`config.mk`:
```
export PLATFORM = sky130hd
export DESIGN_NAME = controla_so_multicanal
export DESIGN_NICKNAME = d
export VERILOG_FILES = /design/src/rtl/controla_so_multicanal.sv
export SDC_FILE = /design/constraint.sdc
export NUM_CORES = 1
export LEC_CHECK = 0
export CAP_MARGIN = 0
export CORE_AREA = 2 2 39 41
export CTS_BUF_LIST = sky130_fd_sc_hd__clkbuf_2
export DETAILED_ROUTE_END_ITERATION = 7
export DIE_AREA = 0 0 41 43
export PLACE_DENSITY = 0.64
export SLEW_MARGIN = 10
export SYNTH_ARGS = -nofsm -noshare
export SYNTH_HDL_FRONTEND = slang
export SYNTH_SLANG_ARGS = --single-unit
```
`constraint.sdc`:
```
create_clock -name clk -period 1.8 [get_ports clk]
set_input_delay 0.18 -clock clk [delete_from_list [all_inputs] [get_ports clk]]
set_output_delay 0.18 -clock clk [all_outputs]
set_load 0.005 [all_outputs]
```
`src/rtl/controla_so_multicanal.sv`:
```
// controla_so_multicanal
// Multi-channel system-control block. Tracks BIOS/OS mode (sel_bios) and
// stalls the CPU (bloq_cpu) while it waits for input on one of NUM_CH
// channels. Input that arrives before the CPU asks for it is remembered per
// channel in pend, so a later request on that channel completes without a
// stall.
//
// Optional feature: define CONTROLA_TIMEOUT_EN to compile in a wait timer
// that forces release after TIMEOUT_CYC cycles in BLOCK and pulses timeout
// for one cycle. Without the macro there is no timer, BLOCK is left only on
// ready or reset, and timeout is tied low.
//
// Handshake: a request is wait_req[i] sampled high on a rising edge; it is
// acknowledged either in the same edge (pend[i] or ready[i] already high, no
// stall) or by entering BLOCK, which holds until ready[canal_ativo] is sampled
// high on a later edge. wait_req is ignored while in BLOCK, so a new request
// is only taken after at least one IDLE cycle.
//
// The block FSM has two states, so bloq_cpu is the registered state itself
// and doubles as the FSM state observation point.

module controla_so_multicanal #(
   parameter int NUM_CH      = 4,
   parameter int CH_W        = 2,
   parameter int TIMEOUT_CYC = 1000,
   parameter int TMR_W       = 16
) (
   input  logic              clk,
   input  logic              reset,
   input  logic              halt,
   input  logic [NUM_CH-1:0] wait_req,
   input  logic [NUM_CH-1:0] ready,
   output logic              sel_bios,
   output logic              bloq_cpu,
   output logic [CH_W-1:0]   canal_ativo,
   output logic [NUM_CH-1:0] pend,
   output logic              timeout
);

   localparam logic [0:0] ST_IDLE  = 1'b0;
   localparam logic [0:0] ST_BLOCK = 1'b1;

   logic              bios_q;
   logic              bios_d;
   logic [0:0]        st_q;
   logic [0:0]        st_d;
   logic [CH_W-1:0]   canal_q;
   logic [CH_W-1:0]   canal_d;
   logic [NUM_CH-1:0] pend_q;
   logic [NUM_CH-1:0] pend_d;

   // Priority-encoder result: lowest requesting channel.
   logic              sel_valid;
   logic [CH_W-1:0]   sel_idx;
   // Channel whose ready is consumed this cycle and therefore never latched.
   logic [NUM_CH-1:0] excl_mask;

`ifdef CONTROLA_TIMEOUT_EN
   logic [TMR_W-1:0]  tmr_q;
   logic [TMR_W-1:0]  tmr_d;
   logic              timeout_q;
   logic              timeout_d;
   logic              tmo_hit;

   // Last cycle of the allowed wait: the release edge is TIMEOUT_CYC edges
   // after the entry edge, when the timer still shows TIMEOUT_CYC-1.
   assign tmo_hit = (tmr_q == TMR_W'(TIMEOUT_CYC - 1));
`else
   logic              unused_cfg;

   // Timer parameters have no effect in this build.
   assign unused_cfg = (TIMEOUT_CYC > 0) ^ (TMR_W > 0);
`endif

   // Mode register: leaves BIOS on halt and only reset brings it back.
   always_comb begin
      bios_d = bios_q;
      if (halt) begin
         bios_d = 1'b0;
      end
   end

   // Lowest-index channel with a pending wait request.
   always_comb begin
      sel_valid = 1'b0;
      sel_idx   = '0;
      for (int i = NUM_CH - 1; i >= 0; i--) begin
         if (wait_req[i]) begin
            sel_valid = 1'b1;
            sel_idx   = CH_W'(i);
         end
      end
   end

   // Mark the channel that owns ready this cycle: the selected one in IDLE,
   // the active one in BLOCK.
   always_comb begin
      excl_mask = '0;
      if (st_q == ST_BLOCK) begin
         excl_mask[canal_q] = 1'b1;
      end else if (sel_valid) begin
         excl_mask[sel_idx] = 1'b1;
      end
   end

   // Early-ready flags: every unconsumed ready sets its flag. The owning
   // channel always ends the cycle clear: in IDLE it is either consumed now
   // or it blocks (and then it was clear already); in BLOCK it cannot have
   // been set since entry required it clear.
   always_comb begin
      pend_d = (pend_q | ready) & ~excl_mask;
   end

   // Block FSM next state, active channel capture and optional timer.
   always_comb begin
      st_d    = st_q;
      canal_d = canal_q;
`ifdef CONTROLA_TIMEOUT_EN
      tmr_d     = tmr_q;
      timeout_d = 1'b0;
`endif
      case (st_q)
         ST_IDLE: begin
            if (sel_valid && !(pend_q[sel_idx] || ready[sel_idx])) begin
               st_d    = ST_BLOCK;
               canal_d = sel_idx;
`ifdef CONTROLA_TIMEOUT_EN
               tmr_d   = '0;
`endif
            end
         end
         ST_BLOCK: begin
            if (ready[canal_q]) begin
               st_d = ST_IDLE;
            end
`ifdef CONTROLA_TIMEOUT_EN
            else if (tmo_hit) begin
               st_d      = ST_IDLE;
               timeout_d = 1'b1;
            end else begin
               tmr_d = tmr_q + TMR_W'(1);
            end
`endif
         end
         default: begin
            st_d = ST_IDLE;
         end
      endcase
   end

   // Mode register state.
   always_ff @(posedge clk or negedge reset) begin
      if (!reset) begin
         bios_q <= 1'b1;
      end else begin
         bios_q <= bios_d;
      end
   end

   // FSM state and active channel.
   always_ff @(posedge clk or negedge reset) begin
      if (!reset) begin
         st_q    <= ST_IDLE;
         canal_q <= '0;
      end else begin
         st_q    <= st_d;
         canal_q <= canal_d;
      end
   end

   // Per-channel early-ready flags.
   always_ff @(posedge clk or negedge reset) begin
      if (!reset) begin
         pend_q <= '0;
      end else begin
         pend_q <= pend_d;
      end
   end

`ifdef CONTROLA_TIMEOUT_EN
   // Wait timer and registered one-cycle timeout pulse.
   always_ff @(posedge clk or negedge reset) begin
      if (!reset) begin
         tmr_q     <= '0;
         timeout_q <= 1'b0;
      end else begin
         tmr_q     <= tmr_d;
         timeout_q <= timeout_d;
      end
   end

   assign timeout = timeout_q;
`else
   assign timeout = 1'b0;
`endif

   assign sel_bios    = bios_q;
   assign bloq_cpu    = (st_q == ST_BLOCK);
   assign canal_ativo = canal_q;
   assign pend        = pend_q;

endmodule

```
# After elaboration in Yosys (flattened, before gate mapping)

Index checks and enable logic that the tools add are counted.

Output and inout port bits: 9
Word-level logic and storage cells: 41
Flip-flop bits (word level): 8

Muxes and demuxes: 23
Reduce and logical (&&, ||, !) cells: 6
Bitwise operators: 4
Order comparisons: 4

Operator list:

| kind                 | number |
|---|---|
| $mux W1              | 11 |
| $mux W2              | 4 |
| $mux W4              | 2 |
| $bmux W1 S2          | 3 |
| $lt A2 B3 Y1 const B | 2 |
| $and A4 B4 Y4        | 1 |
| $demux W1 S2         | 2 |
| $ge A2 B1 Y1 const B | 2 |
| $not A4 Y4           | 1 |
| $or A4 B4 Y4         | 1 |
| $logic_and A1 B1 Y1  | 3 |
| $pmux W1 S2          | 1 |
| $reduce_and A2 Y1    | 1 |
| $logic_not A1 Y1     | 1 |
| $logic_or A1 B1 Y1   | 1 |
| $not A1 Y1           | 1 |

# Logic depth before layout (Yosys ltp)

Depth after elaboration: 12
Gate-level depth with buffers: 4
Gate-level depth less buffers: 4

# Least setup slack after synthesis

No wires, ideal clock.

Kind: register to register
Start: reg pend_q[3], in the netlist pend[3]
End: reg canal_q[0], in the netlist canal_ativo[0]
Cell stages (with the launch flop): 5
Clock period less this slack: 1.634 ns
Path slack: 0.166 ns
Arrival: 1.509 ns
Path buffers: 0
Data required time: 1.675 ns
Setup time: 0.125 ns
Path through: dfrtp_1 -> nor4b_2 -> a2111oi_0 -> or4_4 -> mux2_4

Cells in the longest elaborated chain, start to end: 6

RTL lines:

| item                          | line | RTL |
|---|---|---|
| start, declared               | 49   | `logic [NUM_CH-1:0] pend_q;` |
| start signal, assigned        | 176  | `pend_q <= pend_d;` |
| $bmux W1 S2                   | 124  | `if (sel_valid && !(pend_q[sel_idx] \|\| ready[sel_idx])) begin` |
| $mux W1 (not written as such) | 124  |  |
| $logic_or A1 B1 Y1            | 124  |  |
| $logic_not A1 Y1              | 124  |  |
| $logic_and A1 B1 Y1           | 124  |  |
| $reduce_and A2 Y1 (no line)   | --   |  |
| end signal, assigned          | 167  | `canal_q <= canal_d;` |
| end, declared                 | 47   | `logic [CH_W-1:0] canal_q;` |

Every way passes these cells. The select of a mux whose other input is x is not followed.
A chain may end at the register's enable or synchronous reset.

# Worst setup path after layout

Same ends and word-level chain as after synthesis.

==> flow_metrics.env <==
export IMPL_syn_num_nets=51
export IMPL_core_mm2=0.00138
export IMPL_place_inst=81
export IMPL_whs_ps=211
export IMPL_fin_skew_ps=9.68
export IMPL_path_clk_slew_ps=90
export IMPL_tns_ps=0
export IMPL_pwr_share_seq_pct=38.1
export IMPL_p_sw_share_pct=33.1
export IMPL_clkPwrFrac_pct=14.4
export IMPL_num_rows=14
export IMPL_crit_fanout=3
export IMPL_die_h_um=43
export IMPL_max_freq_ghz=0.597
export IMPL_synth_seq_area_share_pct=47.1
export IMPL_gp_congestion=0.798
export IMPL_die_x_um=41
export IMPL_clock_sinks=8
export IMPL_avgSynthCellArea_um2=10.7
export IMPL_dp_slack_ps=-113
export IMPL_netlist_cell_type_count=21
export IMPL_worstSetupStartpoint="pend[3]"
export IMPL_rsz0062_at_grt="false"
export IMPL_endpoint_kind="flop"
export IMPL_cts_setup_buffers=0
export IMPL_grt_overflow_total=0
export IMPL_cellLeakagePower_nw=0.292
export IMPL_synthToLayoutAreaGrowth_pct=63.7
export IMPL_insertion_delay_ps=240
export IMPL_p_comb_share_pct=47.5
export IMPL_via_per_inst=5.16
export IMPL_reg2regPathDepth=4
export IMPL_cts_root_buf="clkbuf_2"
export IMPL_cp_slowest_cell="or4_4"
export IMPL_final_nets=81
export IMPL_first_pass_iters=4
export IMPL_period_share_pct=93.1
export IMPL_fillers=148
export IMPL_cts_repair_resize_count=0
export IMPL_grt_max_degree=9
export IMPL_synth_seq_cells=8
export IMPL_cp_slowest_stage_delay_ps=500
export IMPL_worstReg2RegEnd="canal_ativo[0]"
export IMPL_grt_usage_pct=15.8
export IMPL_p_int_mw=0.572
export IMPL_powerDensity_mw_per_mm2=1220
export IMPL_h_tree_depth=1
export IMPL_worstPathCellList="nor4b_2, a2111oi_0, or4_4, mux2_4"
export IMPL_io_buffers=18
export IMPL_r2r_start="pend[3]"
export IMPL_fin_ws_ps=124
export IMPL_hold_path_class="input pin to async pin"
export IMPL_fin_crit_ps=1680
export IMPL_critPathRequiredTime_ps=1920
export IMPL_switchingPower_mw=0.283
export IMPL_finalNonFillerCells=85
export IMPL_ios=20
export IMPL_drv_slew=0
export IMPL_setup_viol=0
export IMPL_synth_cells=40
export IMPL_route_detailed_drc=0
export IMPL_ys_warn_count=0
export IMPL_initial_utilization_pct=30.9
export IMPL_die_area_mm2=0.00176
export IMPL_hold_viol=0
export IMPL_drive_above_1_share_pct=24.6
export IMPL_antenna_found_initial=0
export IMPL_ir_drop_mv=0.527
export IMPL_wirelength_mm=1.17
export IMPL_wire_per_inst_um=13.7
export IMPL_netlist_area_um2=428
export IMPL_cp_arrival_ps=1800
export IMPL_reg2reg_slack_ps=120
export IMPL_cts_hold_fix_buffers=0
export IMPL_numCtsBuffers=3
export IMPL_startpoint_type="flop"
export IMPL_ant_nets=0
export IMPL_grt_pass1_wl_mm=1.81
export IMPL_diodes=0
export IMPL_max_cap_violations=0
export IMPL_via_count=439
export IMPL_clockBufferDepth=2
export IMPL_crit_type="flop to flop"
export IMPL_drtIter0Drc=12
export IMPL_outcome="finished, final reports clean"
export IMPL_cts_tree="built"
export IMPL_grt_pass1_vias=426
[metrics by stage]
stage                     total power, mW  utilization, %  cell area [um2]
after floorplan                     0.480               -              428
after global placement              0.730            49.2              681
after detailed placement            0.739            49.2              681
after CTS                           0.864            50.6              701
after global routing                0.921            50.6              701
final                               0.855            50.6              701
[layout by cell type, fill, tap and decap left out, types with 3 or more instances in the layout]
cell type	count
buf_4	8
nor2_1	4
dfrtp_1	7
nor3_1	4
o21ai_0	4
clkdlybuf4s50_1	18
clkbuf_2	4
a311oi_1	3
inv_1	3
[logic make-up (layout without fill, tap and decap cells)]
family / Yosys count / in the layout / share of synthesized area, %
and+or+nand+nor: 13 / 13 / 18.7
AOI/OAI and AO/OA: 11 / 11 / 17.8
DFF: 8 / 8 / 47.1
buffers and inverters: 4 / 33 / 4.39
muxes: 3 / 3 / 11.1
other: 1 / 1 / 0.876
[metal layers]
layer  share of wire [%]  GRT usage [%]  wire, um
met1                  40           17.9       463
met2                  50           25.3       586
met3                 9.8           7.85       114
met4                0.34           4.00         4
met5                   0              0         0
[worst max-delay path by stage]
stage / endpoint / slack, ps / cells after the start
floorplan: canal_ativo[0] / 170 / 4
global placement: canal_ativo[0] / -100 / 5
detailed placement: canal_ativo[0] / -110 / 5
CTS: canal_ativo[0] / 120 / 4
global route: canal_ativo[0] / 60 / 4
finish: canal_ativo[0] / 120 / 4
[worst max-delay path: cells and delay by family (launching register included)]
| family | cells | cell delay [ps] |
|---|---|---|
| flops | 1 | 410 |
| compound gates | 1 | 100 |
| mux | 1 | 310 |
| simple gates | 2 | 740 |
[cell usage after synthesis (all sizes together)]
cell type	instances	area, um2
o21a	1	7.51
nor3	4	20.0
o21ai	4	20.0
conb	1	3.75
nand2b	1	6.26
o22a	1	8.76
nor4	1	6.26
a311oi	3	26.3
or4	1	11.3
inv	3	11.3
nor2b	1	6.26
nor2	4	15.0
dfstp	1	26.3
buf	1	7.51
mux2i	1	10.0
a2111oi	1	8.76
mux2	1	15.0
a21oi	1	5.00
nor4b	1	15.0
dfrtp	7	175
mux4	1	22.5
[registers in the layout (all words and copies together) (netlist names)]
name         flops
pend             4
canal_ativo      2
bloq_cpu         1
sel_bios         1
[power by group through the flow]
stage	sequential [mW]	combinational, mW	clock [mW]
after detailed placement	0.334	0.405	0
after floorplan	0.334	0.146	0
after global routing	0.337	0.445	0.139
after CTS	0.329	0.408	0.127
final	0.326	0.406	0.123
after global placement	0.329	0.402	0
[cell type report]
class	instances	area, um2	area share (%)
inverter	3	11.3	1.61
timing repair buffer	26	240	34.3
sequential	8	201	28.7
clock buffer	4	20.0	2.86
multi-input combinational	28	208	29.6
tap	16	20.0	2.86
No activity file was read; power rests on OpenSTA's default activity.
